### src/rtl/rf_wb_ctrl.sv
// rf_wb_ctrl: write-side controller for the 32x32 integer register file.
// Merges single-cycle ALU results with in-order load responses onto the
// single write port. It buffers one load result when the ALU takes the port,
// and tracks outstanding load destinations so decode can stall on RAW hazards.
module rf_wb_ctrl #(
  parameter int LQ_DEPTH = 4
) (
  input  logic        clk,
  input  logic        rst,
  input  logic        alu_valid,
  input  logic [4:0]  alu_rd,
  input  logic [31:0] alu_data,
  input  logic        ld_issue,
  input  logic [4:0]  ld_rd,
  output logic        ld_issue_ready,
  input  logic        ld_resp_valid,
  input  logic [31:0] ld_resp_data,
  output logic        ld_resp_ready,
  input  logic [4:0]  rs1,
  input  logic [4:0]  rs2,
  output logic        rs1_busy,
  output logic        rs2_busy,
  output logic        we,
  output logic [4:0]  waddr,
  output logic [31:0] wdata,
  output logic        err
);

  localparam int PTR_W = $clog2(LQ_DEPTH);
  localparam int CNT_W = PTR_W + 1;

  // Tag queue of outstanding load destinations, oldest entry at rd_ptr.
  logic [4:0]       q_rd [LQ_DEPTH];
  logic [PTR_W-1:0] wr_ptr;
  logic [PTR_W-1:0] rd_ptr;
  logic [CNT_W-1:0] count;

  // One-entry buffer for a load response that lost the port to the ALU.
  // Its destination is always the queue head, so only the data is stored.
  logic             hold_valid;
  logic [31:0]      hold_data;

  logic             q_full;
  logic             q_empty;
  logic [4:0]       head_rd;
  logic             push;
  logic             pop;
  logic             resp_acc;
  logic [LQ_DEPTH-1:0] entry_valid;
  logic             rs1_hit;
  logic             rs2_hit;
  logic             alu_hit;

  assign q_full         = (count == CNT_W'(LQ_DEPTH));
  assign q_empty        = (count == '0);
  assign head_rd        = q_rd[rd_ptr];
  assign ld_issue_ready = !q_full;
  assign ld_resp_ready  = !hold_valid && !q_empty;
  assign push           = ld_issue && ld_issue_ready;
  assign resp_acc       = ld_resp_valid && ld_resp_ready;
  // A load leaves the queue only when its data is handed to the output stage.
  assign pop            = !alu_valid && (hold_valid || resp_acc);

  // Mark which physical slots hold live entries and match them against the
  // hazard queries and the ALU destination.
  always_comb begin
    // NOTE: every always_comb output gets a default first so no path leaves
    // it unassigned, which would infer a latch.
    entry_valid = '0;
    rs1_hit     = 1'b0;
    rs2_hit     = 1'b0;
    alu_hit     = 1'b0;
    for (int i = 0; i < LQ_DEPTH; i++) begin
      // Slot i is live when its distance from the head is below the count.
      entry_valid[i] = ({1'b0, PTR_W'(i) - rd_ptr} < count);
      if (entry_valid[i]) begin
        if (q_rd[i] == rs1)    rs1_hit = 1'b1;
        if (q_rd[i] == rs2)    rs2_hit = 1'b1;
        if (q_rd[i] == alu_rd) alu_hit = 1'b1;
      end
    end
  end

  // x0 is never written, so it never has a pending load.
  assign rs1_busy = rs1_hit && (rs1 != 5'd0);
  assign rs2_busy = rs2_hit && (rs2 != 5'd0);

  // Tag storage: write the issued destination at the tail.
  // NOTE: the storage array has no reset; the pointers and count define
  // which slots are meaningful, so stale contents are never observed.
  always_ff @(posedge clk) begin
    if (push) q_rd[wr_ptr] <= ld_rd;
  end

  // Queue pointers and occupancy count.
  always_ff @(posedge clk) begin
    // NOTE: sequential state uses non-blocking assignments so every register
    // samples pre-edge values regardless of statement order.
    if (rst) begin
      wr_ptr <= '0;
      rd_ptr <= '0;
      count  <= '0;
    end else begin
      if (push) wr_ptr <= wr_ptr + 1'b1;
      if (pop)  rd_ptr <= rd_ptr + 1'b1;
      case ({push, pop})
        2'b10:   count <= count + 1'b1;
        2'b01:   count <= count - 1'b1;
        default: count <= count;
      endcase
    end
  end

  // Write-port arbitration: ALU first, then the held load, then a fresh
  // response; the selected write is registered onto we/waddr/wdata.
  always_ff @(posedge clk) begin
    if (rst) begin
      we         <= 1'b0;
      waddr      <= '0;
      wdata      <= '0;
      hold_valid <= 1'b0;
      hold_data  <= '0;
    end else if (alu_valid) begin
      we    <= (alu_rd != 5'd0);
      waddr <= alu_rd;
      wdata <= alu_data;
      if (resp_acc) begin
        hold_valid <= 1'b1;
        hold_data  <= ld_resp_data;
      end
    end else if (hold_valid) begin
      we         <= (head_rd != 5'd0);
      waddr      <= head_rd;
      wdata      <= hold_data;
      hold_valid <= 1'b0;
    end else if (resp_acc) begin
      we    <= (head_rd != 5'd0);
      waddr <= head_rd;
      wdata <= ld_resp_data;
    end else begin
      we <= 1'b0;
    end
  end

  // Sticky protocol-violation flag: ALU write racing a pending load to the
  // same register, or a load response with nothing outstanding.
  always_ff @(posedge clk) begin
    if (rst) begin
      err <= 1'b0;
    end else if ((alu_valid && (alu_rd != 5'd0) && alu_hit) ||
                 (ld_resp_valid && q_empty)) begin
      err <= 1'b1;
    end
  end

endmodule

### config.mk
export PLATFORM = sky130hd
export DESIGN_NAME = rf_wb_ctrl
export DESIGN_NICKNAME = d
export VERILOG_FILES = /design/src/rtl/rf_wb_ctrl.sv
export SDC_FILE = /design/constraint.sdc
export NUM_CORES = 1
export LEC_CHECK = 0
export ABC_CLOCK_PERIOD_IN_PS = 2800
export BUFFER_PORTS_ARGS = -buffer_cell sky130_fd_sc_hd__buf_2
export CELL_PAD_IN_SITES_DETAIL_PLACEMENT = 0
export CELL_PAD_IN_SITES_GLOBAL_PLACEMENT = 1
export CORE_AREA = 2 2 119 121
export DETAILED_ROUTE_END_ITERATION = 12
export DIE_AREA = 0 0 121 123
export PLACE_DENSITY = 0.86
export SYNTH_ARGS = -nofsm -noshare
export SYNTH_HDL_FRONTEND = slang
export SYNTH_SLANG_ARGS = --single-unit
### constraint.sdc
create_clock -name clk -period 2.8 [get_ports clk]
set_input_delay 0.56 -clock clk [delete_from_list [all_inputs] [get_ports clk]]
set_output_delay 0.56 -clock clk [all_outputs]
set_load 0.03 [all_outputs]
; ---- After elaboration in Yosys (flattened, before gate mapping)
; Memory sizes are Yosys's and may differ from the RTL's. A register that Yosys moved wholly into a read port is not among the register bits.
; Index checks and enable logic that the tools add are counted.
[totals]
reg_bits = 79
ram_bits = 20
input_bits = 89
out_inout_bits = 43
elab_cells = 100
mem_count = 1
[mem_list]
columns = memory, words, width, read_ports, rd_clocked_by_memory_dff, wr, line
row1 = q_rd, 4, 5, 5, 1, 1, 33  ; logic [4:0] q_rd [LQ_DEPTH];
[classes]
n_addsub = 8
magnitude_cmp = 4
eq_ne = 15
n_mux = 38
n_bitwise = 1
n_reduce_logical = 24
[op_table]
columns = cell, n
row1 = two-way mux 32 bit, 3
row2 = equality test 5 bit, 12
row3 = two-way mux 1 bit, 29
row4 = nonzero test 5 bit, 4
row5 = two-way mux 5 bit, 3
row6 = less-than comparator 2 x 3 -> 1 bit, 4
row7 = logical AND 1 bit, 9
row8 = case mux 3 bit (2 select lines), 1
row9 = "adder 2 x 1 -> 2 bit, second input constant", 2
row10 = logical NOT 1 bit, 4
row11 = two-way mux 2 bit, 2
row12 = "subtractor 1 x 2 -> 2 bit, first input constant", 2
row13 = "subtractor 2 bit, first input constant", 2
row14 = "adder 3 x 1 -> 3 bit, second input constant", 1
row15 = "equality test 3 bit, second input constant", 1
row16 = logical NOT 3 bit, 1
row17 = nonzero test 3 bit, 1
row18 = "subtractor 3 x 1 -> 3 bit, second input constant", 1
row19 = "equality test 2 x 1 -> 1 bit, second input constant", 1
row20 = "equality test 2 bit, second input constant", 1
row21 = logical OR 1 bit, 2
row22 = AND reduction 2 bit, 1
row23 = nonzero test 2 bit, 1
row24 = OR reduction 2 bit, 1
row25 = NOT 1 bit, 1

; ---- Longest topological paths before layout
[depth]
word_depth = 11
mapped_depth = 10
depth_no_buf = 10

; ---- Worst setup path after synthesis
; OpenSTA, ideal clock, no wires.
[synth_path]
kind = flip-flop to flip-flop
startpoint = register count[2]
endpoint = register count[2]
setup_time_ns = 0.070
arrival_time_ns = 2.402
t_required_ns = 2.730
setup_slack_ns = 0.328
path_stages_with_launch = 11
n_path_buf = 1
synth_period_minus_slack_ns = 2.472
path_cell_list = dfxtp_1 > clkbuf_1 > nand3_1 > and2_1 > inv_2 > ha_1 > inv_1 > fa_1 > xor2_1 > or3_1 > a21oi_1
[synth_between]
word_cells_on_any_way = 15
cone_classes = 2 x add/sub / 3 x eq/ne / 1 x mux / 9 x reduce/logical
[synth_lines]
columns = item, line
row1 = from (decl), 36  ; logic [CNT_W-1:0] count;
row2 = from (signal assigned), 107  ; 2'b10: count <= count + 1'b1;
row3 = from (signal assigned), 108  ; 2'b01: count <= count - 1'b1;
row4 = from (signal assigned), 109  ; default: count <= count;
row5 = equality test 3 bit (*), 54  ; assign q_full = (count == CNT_W'(LQ_DEPTH));
row6 = logical NOT 1 bit (*), 57  ; assign ld_issue_ready = !q_full;
row7 = named net ld_issue_ready, 15  ; output logic ld_issue_ready,
row8 = logical AND 1 bit (*), 59  ; assign push = ld_issue && ld_issue_ready;
row9 = equality test 2 x 1 -> 1 bit / equality test 2 bit (equally long branches), 106  ; case ({push, pop})
row10 = case mux 3 bit (2 select lines) / nonzero test 2 bit (equally long branches), --
; The timed path passes the listed nets; every way through them passes the cells marked *.
; A chain may end at the register's enable or synchronous reset.

; ---- Worst setup path in the final report
[layout_path]
startpoint = register count[1]
endpoint = output port rs1_busy
[layout_between]
elab_chain_cells = 9
word_cells_on_any_way = 12
cone_classes = 4 x order compare / 7 x mux / 1 x reduce/logical
[layout_rtl]
columns = item, line
row1 = less-than comparator 2 x 3 -> 1 bit, 75  ; entry_valid[i] = ({1'b0, PTR_W'(i) - rd_ptr} < count);
row2 = two-way mux 1 bit, 76  ; if (entry_valid[i]) begin
row3 = two-way mux 1 bit, 77  ; if (q_rd[i] == rs1) rs1_hit = 1'b1;
row4 = two-way mux 1 bit, 76
row5 = two-way mux 1 bit, 77
row6 = two-way mux 1 bit, 76
row7 = two-way mux 1 bit, 77
row8 = two-way mux 1 bit (*), 76
row9 = logical AND 1 bit (*), 85  ; assign rs1_busy = rs1_hit && (rs1 != 5'd0);
row10 = to (decl), 21  ; output logic rs1_busy,
; Mark *: on every way between the ends. The rest lies on a longest branch, timed or not.

==> results.sh <==
export IMPL_cp_start_kind="flop"
export IMPL_avgSynthCellArea_sq_um=8.665
export IMPL_antenna_found_initial=0
export IMPL_syn_inst=602
export IMPL_relSlewSlack_pct=54.97
export IMPL_grt_pass1_vias=4449
export IMPL_num_antenna_cells=0
export IMPL_maxCapViolations=0
export IMPL_synth_largest_area_cell="dfxtp_1"
export IMPL_htreeDepth=3
export IMPL_p_per_area_nw_per_um2=773.8
export IMPL_power_leakage_nw=2.454
export IMPL_synth_warnings=0
export IMPL_clock_skew_ns=0.01156
export IMPL_yosys_top_cells_area="dfxtp_1 31%, edfxtp_1 12%, nand2_1 10%, a21oi_1 7.0%, xnor2_1 6.7%"
export IMPL_wl_per_cell_um=16.13
export IMPL_cts_clk_slew_worst_paths_ns=0.07
export IMPL_io_buffers=131
export IMPL_row_count=43
export IMPL_critPathKind="flop to output pin"
export IMPL_hp_class="input port to flop"
export IMPL_timing_final_crit_share_pct=96.57
export IMPL_area_growth_pct=22.93
export IMPL_yosys_most_used_dff="dfxtp_1"
export IMPL_finalNetCount=802
export IMPL_syn_nets=701
export IMPL_hpwl_mm=10.38
export IMPL_synth_area_sq_um=5216
export IMPL_rsz0062_at_grt="true"
export IMPL_placed_area_sq_um=5983
export IMPL_critPathMaxFanout=6
export IMPL_cp_cell_sequence="inv_2 > ha_1 > a21boi_1 > o21ba_4 > nor4_2 > nor4_1 > a21oi_1 > buf_4"
export IMPL_n_fill_cell=1340
export IMPL_drc_errors=0
export IMPL_fmax_mhz=369.8
export IMPL_synthArstFlopShare_pct=0
export IMPL_synth_edff_count=20
export IMPL_period_needed_ns=2.704
export IMPL_fin_cells=888
export IMPL_drt_pass1_iter_count=5
export IMPL_cts_path_max_buffers=2
export IMPL_initial_core_util_pct=38.32
export IMPL_outcome="completed"
export IMPL_coreArea_sq_um=13610
export IMPL_place_inst=870
export IMPL_endpoint_kind="output pin"
export IMPL_fin_area_sq_um=6412
export IMPL_cp_slowest_cell="dfxtp_2"
export IMPL_gp_congestion=0.9270
export IMPL_cts_tree="yes"
export IMPL_cts_sinks=101
export IMPL_setup_viol_count_final=0
export IMPL_vias_per_cell=5.195
export IMPL_globalRoute_totalOverflow=0
export IMPL_fp_dieW_um=121
export IMPL_arrival_ns=2.14
export IMPL_drt_iter0_markers=344
export IMPL_slew_violations=0
export IMPL_cpPeakStageDelay_ns=0.34
export IMPL_synth_top_cell_area_share_pct=31.09
export IMPL_synth_seq_cells=101
export IMPL_boundaryPins=132
export IMPL_vdd_drop_max_mv=0.3769
export IMPL_dieHeight_um=123
export IMPL_insertion_delay_ns=0.35
export IMPL_wl_mm=14.32
export IMPL_yosysUniqueCellTypes=39
export IMPL_dieArea_sq_um=14880
export IMPL_grt_max_degree=51
export IMPL_worst_pin_slew_ns=0.6713
export IMPL_cp_required_ns=2.24
export IMPL_crit_family="compound AO/OA/AOI/OAI gates"
export IMPL_path_buf_inv=2
export IMPL_grt_pass1_wl_mm=22.57
export IMPL_track_usage_pct=19.25
export IMPL_cts_buffers=9
export IMPL_layout_drive_gt1_share_pct=25.71
export IMPL_cts_root_buffer="clkbuf_16"
export IMPL_vias=4613
export IMPL_ant_nets=0
export IMPL_ys_seq_area_share_pct=42.60
export IMPL_hold_viol_final=0
[what timing repair did]
action / 4_1_cts / 5_1_grt
cloned: 0 / 0
buffers inserted: 0 / 2
pin swaps: 0 / 10
resized for setup: 6 / 16
endpoints found under the setup margin: 2 / 2
hold buffers: 0 / 0
[sequential cells by signal, indices dropped and copies added, names as in the netlist, named ones only]
register    flops
wr_ptr          2
q_rd           20
err             1
hold_data      32
wdata          32
rd_ptr          2
we              1
waddr           5
hold_valid      1
count           3
[final timing paths]
path,startpoint,endpoint,slack [ns],cells after the start
setup reg to reg,count[2]$_SDFFE_PP0P_,count[2]$_SDFFE_PP0P_,0.36,9
hold / removal,ld_rd[0],q_rd[3][0]$_DFFE_PP_,0.42,1
hold reg to reg,hold_data[5]$_SDFFE_PP0P_,hold_data[5]$_SDFFE_PP0P_,0.45,2
setup / recovery,count[1]$_SDFFE_PP0P_,rs1_busy,0.1,8
[Yosys cell counts (all sizes together) (3+ instances only)]
master and instances:
o21ai 3, clkbuf 39, buf 14, xor2 26, inv 9, a311oi 5
nor3 4, a21oi 74, xnor2 40, dfxtp 81, nor4 14, mux4 5
mux2i 32, nand3 15, ha 9, edfxtp 20, o211ai 32, nand2 140
and3 5, nor2 16, clkinv 3
[worst reg2reg max path, stage by stage, from the launching register on]
cell     delay, ns
dfxtp_2       0.48
or3_1         0.19
a21oi_2       0.11
nor2_1        0.26
ha_1          0.24
inv_1         0.07
fa_1          0.38
xor2_1        0.16
or3_1         0.31
a21oi_1       0.17
[area by class of cell]
class | count | area [sq um] | area share (%)
inverters | 12 | 45.04 | 0.7024
repair buffers | 143 | 775.7 | 12.10
multi-input cells | 436 | 2826 | 44.08
clock inverters | 6 | 56.30 | 0.8780
flip-flops and latches | 101 | 2233 | 34.83
well taps | 180 | 225.2 | 3.512
clock buffers | 10 | 250.2 | 3.902
[metal layers]
layer  wire (um)  track usage, %  vias up  part of all wire (%)
li1            -               -     2270                     -
met1        6401           24.12     2189                    45
met2        6849           32.58      126                    48
met3         705           4.244       28                   4.9
met4         361           7.122        0                   2.5
met5           0               0        -                     0
[layout by cell type (no fill, tap or decap), drive strengths merged]
cell	n
a21boi	1
nor2b	1
clkinvlp	1
a21o	1
a21oi	74
xnor2	40
nor2	16
nor3	4
buf	143
nand2b	2
ha	9
a311oi	5
dfxtp	81
xor2	26
nand3	15
nand2	140
or3	2
o22ai	2
inv	13
clkbuf	10
and3	5
clkinv	4
o21ba	2
edfxtp	20
o41ai	1
or4	2
mux4	5
o21ai	3
mux2i	32
nor4	14
and2	1
fa	1
o211ai	32
[kinds of logic after synthesis]
| logic type | count (synthesis) | share of synthesized area (%) |
|---|---|---|
| xor gates and xnor gates | 66 | 11.08 |
| DFF | 101 | 42.60 |
| and+or+nand+nor | 202 | 16.33 |
| buffers and inverters | 65 | 5.013 |
| AOI/OAI and AO/OA | 121 | 13.98 |
| adders and majority gates | 10 | 2.543 |
| muxes | 37 | 8.443 |
[through the flow]
step / total power, W / utilization (%) / setup slack, ns / setup TNS, ns / hold slack [ns]
after floorplan: 0.003078 / - / 0.3277 / 0 / 0.4360
after global placement: 0.003523 / 43.96 / 0.3041 / 0 / 0.4407
after detailed placement: 0.003564 / 43.96 / 0.2585 / 0 / 0.4466
after CTS: 0.004876 / 46.35 / 0.03250 / 0 / 0.4069
after global routing: 0.005258 / 47.11 / -0.01582 / -0.03124 / 0.4120
final: 0.004962 / 47.11 / 0.09596 / 0 / 0.4224
[report_power, final]
part | internal (W) | switching [W] | total, W
clock network | 0.000678 | 0.000599 | 0.00128
logic | 0.000705 | 0.00111 | 0.00182
registers | 0.00169 | 0.000177 | 0.00187
(Power assumes the default switching activity.)
